`src/rtl/attack_scheduler_if.sv`:
```
// rtl/attack_scheduler_if.sv - player/attack-unit signal bundle for the attack scheduler
interface attack_scheduler_if;
  logic [1:0] fire_req;
  logic [1:0] reload_req;
  logic [4:0] aim0;
  logic [4:0] aim1;
  logic [4:0] pos0;
  logic [4:0] pos1;
  logic [5:0] atk_damage;
  logic       atk_en;
  logic       atk_rst_n;
  logic [4:0] atk_aim;
  logic [4:0] atk_dodge;
  logic [6:0] hp0;
  logic [6:0] hp1;
  logic [3:0] ammo0;
  logic [3:0] ammo1;
  logic [1:0] reloading;
  logic [1:0] fire_nack;
  logic       shot_done;
  logic       shot_src;
  logic [5:0] shot_dmg;
  logic       game_over;
  logic       winner;

  modport master (
    output fire_req, reload_req, aim0, aim1, pos0, pos1, atk_damage,
    input  atk_en, atk_rst_n, atk_aim, atk_dodge, hp0, hp1, ammo0, ammo1,
           reloading, fire_nack, shot_done, shot_src, shot_dmg, game_over, winner
  );

  modport slave (
    input  fire_req, reload_req, aim0, aim1, pos0, pos1, atk_damage,
    output atk_en, atk_rst_n, atk_aim, atk_dodge, hp0, hp1, ammo0, ammo1,
           reloading, fire_nack, shot_done, shot_src, shot_dmg, game_over, winner
  );
endinterface

```
`src/rtl/attack_scheduler.sv`:
```
// rtl/attack_scheduler.sv - two-player round-robin shot scheduler owning ammo, reload and hp
module attack_scheduler #(
  parameter int CLIP       = 15,
  parameter int RELOAD_CYC = 20,
  parameter int HP_MAX     = 100
) (
  input  logic             clk,
  input  logic             rst,
  attack_scheduler_if.slave bus
);
  localparam logic [2:0] S_IDLE   = 3'd0;
  localparam logic [2:0] S_ISSUE  = 3'd1;
  localparam logic [2:0] S_APPLY  = 3'd2;
  localparam logic [2:0] S_REFILL = 3'd3;
  localparam logic [2:0] S_OVER   = 3'd4;
  localparam int CW = $clog2(RELOAD_CYC);

  logic [2:0]          state_q, state_d;
  logic [1:0][6:0]     hp_q, hp_d;
  logic [1:0][3:0]     ammo_q, ammo_d;
  logic [1:0][CW-1:0]  rcnt_q, rcnt_d;
  logic [1:0]          reloading_q, reloading_d;
  logic                rr_q, rr_d;
  logic                shooter_q, shooter_d;
  logic [1:0]          nack_q, nack_d;
  logic                shot_done_q, shot_done_d;
  logic                shot_src_q, shot_src_d;
  logic [5:0]          shot_dmg_q, shot_dmg_d;

  logic [1:0] eligible;
  logic       gnt;
  logic       target;
  logic [6:0] hp_tgt;
  logic [6:0] hp_new;
  logic       issuing;

  // A same-cycle reload request blocks the fire request for that player.
  assign eligible = bus.fire_req & ~reloading_q & ~bus.reload_req;
  assign target   = ~shooter_q;
  assign hp_tgt   = hp_q[target];
  assign hp_new   = (hp_tgt > {1'b0, bus.atk_damage}) ? hp_tgt - {1'b0, bus.atk_damage} : 7'd0;

  always_comb begin
    state_d     = state_q;
    hp_d        = hp_q;
    ammo_d      = ammo_q;
    rcnt_d      = rcnt_q;
    reloading_d = reloading_q;
    rr_d        = rr_q;
    shooter_d   = shooter_q;
    nack_d      = 2'b00;
    shot_done_d = 1'b0;
    shot_src_d  = shot_src_q;
    shot_dmg_d  = shot_dmg_q;
    gnt         = 1'b0;

    case (state_q)
      S_IDLE: begin
        if (eligible != 2'b00) begin
          gnt = (eligible == 2'b11) ? rr_q : eligible[1];
          if (ammo_q[gnt] == 4'd0) begin
            nack_d[gnt] = 1'b1;
          end else begin
            shooter_d   = gnt;
            ammo_d[gnt] = ammo_q[gnt] - 4'd1;
            rr_d        = ~gnt;
            state_d     = S_ISSUE;
          end
        end
      end
      S_ISSUE:  state_d = S_APPLY;
      S_APPLY: begin
        hp_d[target] = hp_new;
        shot_done_d  = 1'b1;
        shot_src_d   = shooter_q;
        shot_dmg_d   = bus.atk_damage;
        state_d      = (hp_new == 7'd0) ? S_OVER : S_REFILL;
      end
      S_REFILL: state_d = S_IDLE;
      S_OVER:   state_d = S_OVER;
      default:  state_d = S_IDLE;
    endcase

    // Reload timers are independent of the shot sequence; a reloading player is never granted.
    for (int p = 0; p < 2; p++) begin
      if (reloading_q[p]) begin
        if (rcnt_q[p] == '0) begin
          reloading_d[p] = 1'b0;
          ammo_d[p]      = 4'(CLIP);
        end else begin
          rcnt_d[p] = rcnt_q[p] - 1'b1;
        end
      end else if (bus.reload_req[p] && ammo_q[p] != 4'(CLIP) && state_q != S_OVER) begin
        reloading_d[p] = 1'b1;
        rcnt_d[p]      = CW'(RELOAD_CYC - 1);
      end
    end
  end

  always_ff @(posedge clk or negedge rst) begin
    if (!rst) begin
      state_q     <= S_IDLE;
      hp_q        <= {2{7'(HP_MAX)}};
      ammo_q      <= {2{4'(CLIP)}};
      rcnt_q      <= '0;
      reloading_q <= 2'b00;
      rr_q        <= 1'b0;
      shooter_q   <= 1'b0;
      nack_q      <= 2'b00;
      shot_done_q <= 1'b0;
      shot_src_q  <= 1'b0;
      shot_dmg_q  <= 6'd0;
    end else begin
      state_q     <= state_d;
      hp_q        <= hp_d;
      ammo_q      <= ammo_d;
      rcnt_q      <= rcnt_d;
      reloading_q <= reloading_d;
      rr_q        <= rr_d;
      shooter_q   <= shooter_d;
      nack_q      <= nack_d;
      shot_done_q <= shot_done_d;
      shot_src_q  <= shot_src_d;
      shot_dmg_q  <= shot_dmg_d;
    end
  end

  assign issuing       = (state_q == S_ISSUE);
  assign bus.atk_en    = issuing;
  assign bus.atk_rst_n = rst && (state_q != S_REFILL);
  assign bus.atk_aim   = issuing ? (shooter_q ? bus.aim1 : bus.aim0) : 5'd0;
  assign bus.atk_dodge = issuing ? (shooter_q ? bus.pos0 : bus.pos1) : 5'd0;
  assign bus.hp0       = hp_q[0];
  assign bus.hp1       = hp_q[1];
  assign bus.ammo0     = ammo_q[0];
  assign bus.ammo1     = ammo_q[1];
  assign bus.reloading = reloading_q;
  assign bus.fire_nack = nack_q;
  assign bus.shot_done = shot_done_q;
  assign bus.shot_src  = shot_src_q;
  assign bus.shot_dmg  = shot_dmg_q;
  assign bus.game_over = (state_q == S_OVER);
  assign bus.winner    = (state_q == S_OVER) && shooter_q;
endmodule

```
`src/flat_wrapper.sv`:
```
// flat-port wrapper written by rule: the top's interface ports become plain ports
module attack_scheduler_flat 
#(
  parameter int CLIP       = 15,
  parameter int RELOAD_CYC = 20,
  parameter int HP_MAX     = 100
)
  (clk, rst, bus_fire_req, bus_reload_req, bus_aim0, bus_aim1, bus_pos0, bus_pos1, bus_atk_damage, bus_atk_en, bus_atk_rst_n, bus_atk_aim, bus_atk_dodge, bus_hp0, bus_hp1, bus_ammo0, bus_ammo1, bus_reloading, bus_fire_nack, bus_shot_done, bus_shot_src, bus_shot_dmg, bus_game_over, bus_winner);
  attack_scheduler_if bus_i ();
  input  logic clk;
  input  logic rst;
  input wire logic [$bits(bus_i.fire_req)-1:0] bus_fire_req;
  input wire logic [$bits(bus_i.reload_req)-1:0] bus_reload_req;
  input wire logic [$bits(bus_i.aim0)-1:0] bus_aim0;
  input wire logic [$bits(bus_i.aim1)-1:0] bus_aim1;
  input wire logic [$bits(bus_i.pos0)-1:0] bus_pos0;
  input wire logic [$bits(bus_i.pos1)-1:0] bus_pos1;
  input wire logic [$bits(bus_i.atk_damage)-1:0] bus_atk_damage;
  output wire logic [$bits(bus_i.atk_en)-1:0] bus_atk_en;
  output wire logic [$bits(bus_i.atk_rst_n)-1:0] bus_atk_rst_n;
  output wire logic [$bits(bus_i.atk_aim)-1:0] bus_atk_aim;
  output wire logic [$bits(bus_i.atk_dodge)-1:0] bus_atk_dodge;
  output wire logic [$bits(bus_i.hp0)-1:0] bus_hp0;
  output wire logic [$bits(bus_i.hp1)-1:0] bus_hp1;
  output wire logic [$bits(bus_i.ammo0)-1:0] bus_ammo0;
  output wire logic [$bits(bus_i.ammo1)-1:0] bus_ammo1;
  output wire logic [$bits(bus_i.reloading)-1:0] bus_reloading;
  output wire logic [$bits(bus_i.fire_nack)-1:0] bus_fire_nack;
  output wire logic [$bits(bus_i.shot_done)-1:0] bus_shot_done;
  output wire logic [$bits(bus_i.shot_src)-1:0] bus_shot_src;
  output wire logic [$bits(bus_i.shot_dmg)-1:0] bus_shot_dmg;
  output wire logic [$bits(bus_i.game_over)-1:0] bus_game_over;
  output wire logic [$bits(bus_i.winner)-1:0] bus_winner;
  assign bus_i.fire_req = bus_fire_req;
  assign bus_i.reload_req = bus_reload_req;
  assign bus_i.aim0 = bus_aim0;
  assign bus_i.aim1 = bus_aim1;
  assign bus_i.pos0 = bus_pos0;
  assign bus_i.pos1 = bus_pos1;
  assign bus_i.atk_damage = bus_atk_damage;
  assign bus_atk_en = bus_i.atk_en;
  assign bus_atk_rst_n = bus_i.atk_rst_n;
  assign bus_atk_aim = bus_i.atk_aim;
  assign bus_atk_dodge = bus_i.atk_dodge;
  assign bus_hp0 = bus_i.hp0;
  assign bus_hp1 = bus_i.hp1;
  assign bus_ammo0 = bus_i.ammo0;
  assign bus_ammo1 = bus_i.ammo1;
  assign bus_reloading = bus_i.reloading;
  assign bus_fire_nack = bus_i.fire_nack;
  assign bus_shot_done = bus_i.shot_done;
  assign bus_shot_src = bus_i.shot_src;
  assign bus_shot_dmg = bus_i.shot_dmg;
  assign bus_game_over = bus_i.game_over;
  assign bus_winner = bus_i.winner;
  attack_scheduler #(.CLIP(CLIP), .RELOAD_CYC(RELOAD_CYC), .HP_MAX(HP_MAX)) u_core (.clk(clk), .rst(rst), .bus(bus_i));
endmodule
```
`config.mk`:
```
export PLATFORM = sky130hd
export DESIGN_NAME = attack_scheduler_flat
export DESIGN_NICKNAME = d
export VERILOG_FILES = /design/src/rtl/attack_scheduler_if.sv /design/src/rtl/attack_scheduler.sv /design/src/flat_wrapper.sv
export SDC_FILE = /design/constraint.sdc
export NUM_CORES = 1
export LEC_CHECK = 0
export CAP_MARGIN = 20
export CORE_MARGIN = 2
export CORE_UTILIZATION = 44
export DETAILED_ROUTE_END_ITERATION = 8
export GPL_ROUTABILITY_DRIVEN = 0
export GPL_TIMING_DRIVEN = 0
export PLACE_DENSITY_LB_ADDON = 0.3
export SETUP_SLACK_MARGIN = 0.2
export SLEW_MARGIN = 10
export SYNTH_ARGS = -nofsm -noshare
export SYNTH_HDL_FRONTEND = slang
export SYNTH_SLANG_ARGS = --single-unit
export TNS_END_PERCENT = 1
```
`constraint.sdc`:
```
create_clock -name clk -period 2.9 [get_ports clk]
set_input_delay 0.29 -clock clk [delete_from_list [all_inputs] [get_ports clk]]
set_output_delay 0.29 -clock clk [all_outputs]
set_load 0.02 [all_outputs]
```
==> flow_metrics.py, run 1 <==
metrics = {
    "finish": {
        "stdcell_area_um2": 4100,
        "drive_above_1_share_pct": 20.94,
        "diodes": 0,
        "syn_to_final_growth_pct": 42.23,
        "nets": 425,
    },
    "global_routing": {
        "track_usage_pct": 19.22,
        "grt_pass1_wl_um": 11240,
        "first_global_vias": 2418,
        "grt_max_degree": 27,
        "grt_overflow": 0,
        "antenna_found_initial": 0,
    },
    "yosys": {
        "synth_warnings": 0,
        "netlist_instances": 286,
        "synth_ff_type": "dfrtp_1",
        "synth_area_leaders": "dfrtp_1, dfstp_2, mux2i_1",
        "yosys.cell_types.count": 52,
        "ys_ff_latch": 49,
        "synthArstFlopShare_pct": 100.0,
        "synth-edff-count": 0,
        "netlist_area_um2": 2883,
        "yosysMostFrequentCell": "nand2_1",
        "synth_common_cells": "nand2_1, dfrtp_1, nor2_1, inv_1, mux2i_1",
        "yosysSeqAreaShare_pct": 43.14,
        "synth_fp_nets": 330,
        "yosysTopAreaCell": "dfrtp_1",
        "synth_top_area_share_pct": 30.38,
        "avgSynthCellArea_um2": 10.08,
    },
    "routing": {
        "vias": 2450,
        "wl_per_cell_um": 15.24,
        "drtIter0Drc": 142,
        "firstDrtPassIters": 4,
        "drt-total-wl_um": 6996,
        "drc": 0,
        "ant_nets": 0,
        "vias_per_cell": 5.338,
    },
    "placed_design": {
        "dpl_worst_slack_ps": -261.5,
        "numPortBuffers": 79,
        "dpl.hpwl_um": 5105,
        "place_area_um2": 3785,
    },
    "floorplanning": {
        "ios": 80,
        "coreArea_um2": 6350,
        "chipWidth_um": 84.94,
        "die_h_um": 84.94,
        "die_area_um2": 7215,
        "start_util_pct": 45.40,
        "rows": 29,
    },
    "critical_path": {
        "crit_cells": 10,
        "cp-end-kind": "flop",
        "critical_path_class": "reg -> reg",
        "rrSetupSlack_ps": 200,
        "endpoint": "u_core.state_q[1]$_DFFE_PN0P_",
        "critPathBufInv": 3,
        "crit_top_cell": "buf_8",
        "r2r_end": "u_core.state_q[1]$_DFFE_PN0P_",
        "r2r-start": "u_core.shooter_q$_DFFE_PN0P_",
        "slowest_stage": "dfrtp_1",
        "path_cells": "buf_8 > buf_8 > mux2i_4 > ha_4 > fa_2 > buf_4 > xor2_1 > nand4_1 > a221oi_4 > o21ai_2",
        "reg2reg_depth": 10,
        "worstPathArrival_ps": 2900,
        "critical_path.top_delay_family": "adder cells",
        "cp-startpoint": "u_core.shooter_q$_DFFE_PN0P_",
        "crit_path_max_fanout": 10,
        "slowest_delay_ps": 420,
        "cp.required_ps": 3100,
        "cp-start-kind": "flop",
    },
    "sta": {
        "period_minus_slack_ps": 2705,
        "tightest_slew_ps": 591.0,
        "final_hold_viol_count": 0,
        "final.period_utilization_pct": 93.28,
        "max_freq_ghz": 0.3697,
        "finClkSkew_ps": 8.372,
        "fin_ws_ps": 195.0,
        "drv_slew": 0,
        "max_slew_margin_pct": 60.60,
        "setup_violations": 0,
        "fin_hold_ws_ps": 488.1,
        "fin_setup_tns_ps": 0,
        "rsz0062_at_grt": "true",
    },
    "clock_tree": {
        "htree_levels": 2,
        "clock_path_buffers": 2,
        "cts_root_buffer": "clkbuf_8",
        "cts.sinks": 49,
        "numCtsBuffers": 5,
        "worstSkewPairLatency_ps": 310,
        "cts_tree": "yes",
        "clk_pin_slew_worst_paths_ps": 100,
    },
    "job": {
        "cap_viol_max_count": 0,
    },
    "status": {
        "status": "complete, no violations",
    },
    "power_and_ir_drop": {
        "leakage_nw": 1.732,
        "ir_drop_uv": 558.5,
        "power_density_nw_per_um2": 1121,
        "power_w": 0.004598,
    },
    "min_path": {
        "hp-class": "reg -> reg",
    },
}
[how the worst min path moves through the flow]
stage                                        from                                 end  cells past startpoint
global route        u_core.bus.hp0[2]$_DFFE_PN1P_       u_core.bus.hp0[2]$_DFFE_PN1P_                      2
finish              u_core.bus.hp0[2]$_DFFE_PN1P_       u_core.bus.hp0[2]$_DFFE_PN1P_                      2
floorplan                                     rst   u_core.bus.fire_nack[0]$_DFF_PN0_                      0
global placement    u_core.bus.hp1[2]$_DFFE_PN1P_       u_core.bus.hp1[2]$_DFFE_PN1P_                      2
detailed placement                            rst  u_core.bus.shot_dmg[3]$_DFFE_PN0P_                      1
CTS                 u_core.bus.hp0[2]$_DFFE_PN1P_       u_core.bus.hp0[2]$_DFFE_PN1P_                      2
[metal layers]
metal	share of wire, %	up-vias	track usage, %
li1	-	1184	-
met1	44	1173	24.78
met2	47	85	31.68
met3	7.2	8	4.377
met4	1.8	0	7.071
met5	0	-	0
[sequential cells by signal (all words and copies together) (netlist names)]
name,count
u_core.rr_q,1
u_core.bus.ammo1,4
u_core.bus.shot_src,1
u_core.bus.shot_done,1
u_core.bus.fire_nack,2
u_core.rcnt_q,10
u_core.state_q,3
u_core.shooter_q,1
u_core.bus.hp1,7
u_core.bus.shot_dmg,6
u_core.bus.reloading,2
u_core.bus.ammo0,4
u_core.bus.hp0,7
[stage by stage]
| step | instances | util, % |
|---|---|---|
| finish | 459 | 64.57 |
| global route | 459 | 64.57 |
| CTS | 454 | 62.50 |
| detailed placement | 443 | 59.61 |
| global placement | 442 | 59.37 |
| floorplan | 286 | - |
[layout by cell type (no fill, tap or decap), types with 3 or more instances in the layout]
master           instances
clkdlybuf4s50_1         78
nand2_1                 41
dfrtp_1                 35
nor2_1                  24
inv_1                   18
mux2i_1                 14
dfstp_2                 14
mux2_2                  11
a21oi_1                  8
xor2_1                   8
buf_4                    8
o31ai_1                  8
nor3_1                   7
o21ai_0                  7
ha_1                     7
xnor2_1                  6
clkbuf_8                 6
nand2b_1                 5
or3_1                    4
nand4_1                  4
o21ai_2                  3
buf_2                    3
o211ai_1                 3
or2_2                    3
ha_4                     3
[worst reg2reg max path, delay by kind of cell, from the launching register on]
kind                       cells  cell delay, ps
DFF                            1             420
muxes                          1             200
adders and majority gates      2             600
AOI/OAI and AO/OA              2             360
buffers and inverters          3             460
xor gates and xnor gates       1             270
and+or+nand+nor                1             260
[cell type report]
cell class | instances | area, um^2
clock inverter | 2 | 37.54
clock buffer | 6 | 82.58
buffer | 8 | 58.81
inverter | 18 | 67.56
timing repair buffer | 88 | 868.3
multi-input combinational | 211 | 1645
tap | 77 | 96.34
fill | 493 | 2250
sequential | 49 | 1244
[what timing repair did]
item,4_1_cts,5_1_grt
resized for setup,9,17
pin swaps,2,7
hold buffers,1,0
endpoints found under the hold margin,17,0
setup endpoints to repair,17,17
setup buffers,2,5
[cells by family after synthesis]
group,Yosys count,synth area share [%]
and+or+nand+nor,113,21.35
DFF,49,43.14
AOI/OAI and AO/OA,44,11.94
muxes,27,9.852
buffers and inverters,26,3.689
xor gates and xnor gates,15,4.557
adders and majority gates,12,5.469
[power breakdown]
group          total (W)  switching (W)  internal, W
Clock           0.000522       0.000241     0.000281
Sequential       0.00134       0.000301      0.00104
Combinational    0.00274        0.00142      0.00132
Note: power is estimated with default switching activity, not from simulation.
==> run 2: changes to the inputs <==
--- a/config.mk
+++ b/config.mk
@@ -11,7 +11,7 @@
 export DETAILED_ROUTE_END_ITERATION = 8
 export GPL_ROUTABILITY_DRIVEN = 0
 export GPL_TIMING_DRIVEN = 0
-export PLACE_DENSITY_LB_ADDON = 0.3
+export PLACE_DENSITY = 0.88
 export SETUP_SLACK_MARGIN = 0.2
 export SLEW_MARGIN = 10
 export SYNTH_ARGS = -nofsm -noshare
==> flow_metrics.py, run 2 (synthesis gave the netlist of run 1 again) <==
metrics = {
    "placed_design": {
        "numPortBuffers": 79,
        "dpl.hpwl_um": 5268,
        "dpl.cell_count": 443,
        "place_area_um2": 3785,
    },
    "floorplanning": {
        "die_area_um2": 7215,
        "chipWidth_um": 84.94,
        "rows": 29,
        "die_h_um": 84.94,
        "start_util_pct": 45.40,
        "ios": 80,
        "coreArea_um2": 6350,
    },
    "power_and_ir_drop": {
        "ir_drop_uv": 483.5,
        "power_density_nw_per_um2": 1108,
        "leakage_nw": 1.686,
        "power_w": 0.004399,
    },
    "sta": {
        "finClkSkew_ps": 5.562,
        "tightest_slew_ps": 486.0,
        "period_minus_slack_ps": 2756,
        "rsz0062_at_grt": "true",
        "setup_violations": 0,
        "max_slew_margin_pct": 67.60,
        "final.period_utilization_pct": 95.05,
        "max_freq_ghz": 0.3628,
        "final_hold_viol_count": 0,
        "drv_slew": 0,
    },
    "clock_tree": {
        "htree_levels": 2,
        "cts_tree": "yes",
        "clock_path_buffers": 2,
        "cts_root_buffer": "clkbuf_8",
        "cts.sinks": 49,
        "numCtsBuffers": 5,
        "worstSkewPairLatency_ps": 310,
        "clk_pin_slew_worst_paths_ps": 100,
    },
    "critical_path": {
        "path_cells": "buf_6 > buf_6 > mux2i_2 > ha_2 > and2b_1 > o21ai_4 > a21boi_2 > or3_4 > a221oi_4 > o21ai_2",
        "cp-end-kind": "flop",
        "r2r_end": "u_core.state_q[1]$_DFFE_PN0P_",
        "slowest_delay_ps": 380,
        "r2r-start": "u_core.shooter_q$_DFFE_PN0P_",
        "slowest_stage": "dfrtp_1",
        "crit_top_cell": "buf_6",
        "rrSetupSlack_ps": 140,
        "cp-startpoint": "u_core.shooter_q$_DFFE_PN0P_",
        "endpoint": "u_core.state_q[1]$_DFFE_PN0P_",
        "cp.required_ps": 3100,
        "critical_path_class": "reg -> reg",
        "worstPathArrival_ps": 2950,
        "cp-start-kind": "flop",
        "reg2reg_depth": 10,
        "critical_path.top_delay_family": "compound AO/OA/AOI/OAI gates",
        "crit_path_max_fanout": 10,
        "crit_cells": 10,
        "critPathBufInv": 2,
    },
    "routing": {
        "ant_nets": 0,
        "vias_per_cell": 5.426,
        "wl_per_cell_um": 15.40,
        "drt-total-wl_um": 6974,
        "drc": 0,
        "vias": 2458,
        "firstDrtPassIters": 4,
        "drtIter0Drc": 173,
    },
    "finish": {
        "nets": 419,
        "post-route-util_pct": 62.50,
        "largest_register_ff_count": 10,
        "top_register": "u_core.rcnt_q",
        "final_cell_mix": "clkdlybuf4s50_1, nand2_1, dfrtp_1, nor2_1, inv_1",
        "finalNonFillerCells": 453,
        "drive_above_1_share_pct": 17.82,
        "final_common_cell": "clkdlybuf4s50_1",
        "syn_to_final_growth_pct": 37.67,
        "diodes": 0,
        "stdcell_area_um2": 3969,
    },
    "global_routing": {
        "grt_overflow": 0,
        "grt_pass1_wl_um": 11460,
        "track_usage_pct": 19.36,
        "grt_max_degree": 32,
        "first_global_vias": 2526,
        "antenna_found_initial": 0,
    },
    "status": {
        "status": "complete, no violations",
    },
    "job": {
        "cap_viol_max_count": 0,
    },
    "min_path": {
        "hp-class": "in -> async",
    },
}
[run 2: stage by stage]
step	setup slack, ps	setup TNS, ps	hold slack (ps)
after detailed placement	-200.6	-658.2	261.0
after global placement	-739.1	-1097	473.4
after floorplan	217.5	0	-5.591
final	143.7	0	458.8
after global routing	63.31	0	495.8
after CTS	202.9	0	457.3
[run 2: per-layer routing]
| layer | vias up | part of all wire, % | GRT usage (%) |
|---|---|---|---|
| met5 | - | 0 | 0 |
| met4 | 0 | 1.1 | 5.772 |
| met3 | 8 | 8.5 | 4.377 |
| met2 | 100 | 51 | 34.23 |
| met1 | 1182 | 40 | 23.54 |
| li1 | 1168 | - | - |
[run 2: power by group]
part	switching (W)	internal (W)
clock network	0.000238	0.000281
registers	0.000299	0.00104
logic	0.00137	0.00118
[run 2: timing repair]
item                       in CTS  in global routing
pin swaps                       1                  0
resized for setup              10                  1
hold endpoints to repair       12                  0
setup endpoints to repair      17                 21
buffers inserted                1                  0
hold buffers                    1                  0
[run 2: worst reg2reg max path, cell delays in order, from the launching register on]
cell and delay [ps]:
dfrtp_1 380, buf_6 180, buf_6 190, mux2i_2 320, ha_2 260, and2b_1 220
o21ai_4 210, a21boi_2 120, or3_4 360, a221oi_4 350, o21ai_2 70
[run 2: how the worst min path moves through the flow]
stage,startpoint,end,slack (ps),cells after the start
2_1_floorplan,rst,u_core.bus.fire_nack[0]$_DFF_PN0_,-6,0
3_3_place_gp,u_core.bus.hp1[2]$_DFFE_PN1P_,u_core.bus.hp1[2]$_DFFE_PN1P_,470,2
3_5_place_dp,rst,u_core.bus.shot_dmg[2]$_DFFE_PN0P_,260,1
4_1_cts,rst,u_core.bus.shot_dmg[2]$_DFFE_PN0P_,460,2
5_1_grt,rst,u_core.bus.shot_dmg[3]$_DFFE_PN0P_,500,2
6_report,rst,u_core.bus.shot_dmg[2]$_DFFE_PN0P_,460,2
[run 2: cell type report]
class | count | area (um^2)
plain buffers | 8 | 51.30
clock buffers | 6 | 82.58
clock inverters | 2 | 37.54
fillers | 497 | 2381
inverters | 18 | 67.56
multi-input cells | 211 | 1567
flip-flops and latches | 49 | 1244
well taps | 77 | 96.34
repair buffers | 82 | 823.3
==> run 3: changes to the inputs <==
--- a/config.mk
+++ b/config.mk
@@ -13,7 +13,6 @@
 export GPL_TIMING_DRIVEN = 0
 export PLACE_DENSITY = 0.88
 export SETUP_SLACK_MARGIN = 0.2
-export SLEW_MARGIN = 10
 export SYNTH_ARGS = -nofsm -noshare
 export SYNTH_HDL_FRONTEND = slang
 export SYNTH_SLANG_ARGS = --single-unit
==> results of run 3 <==
The final DEF is identical to that of run 2; final timing and power are the same.
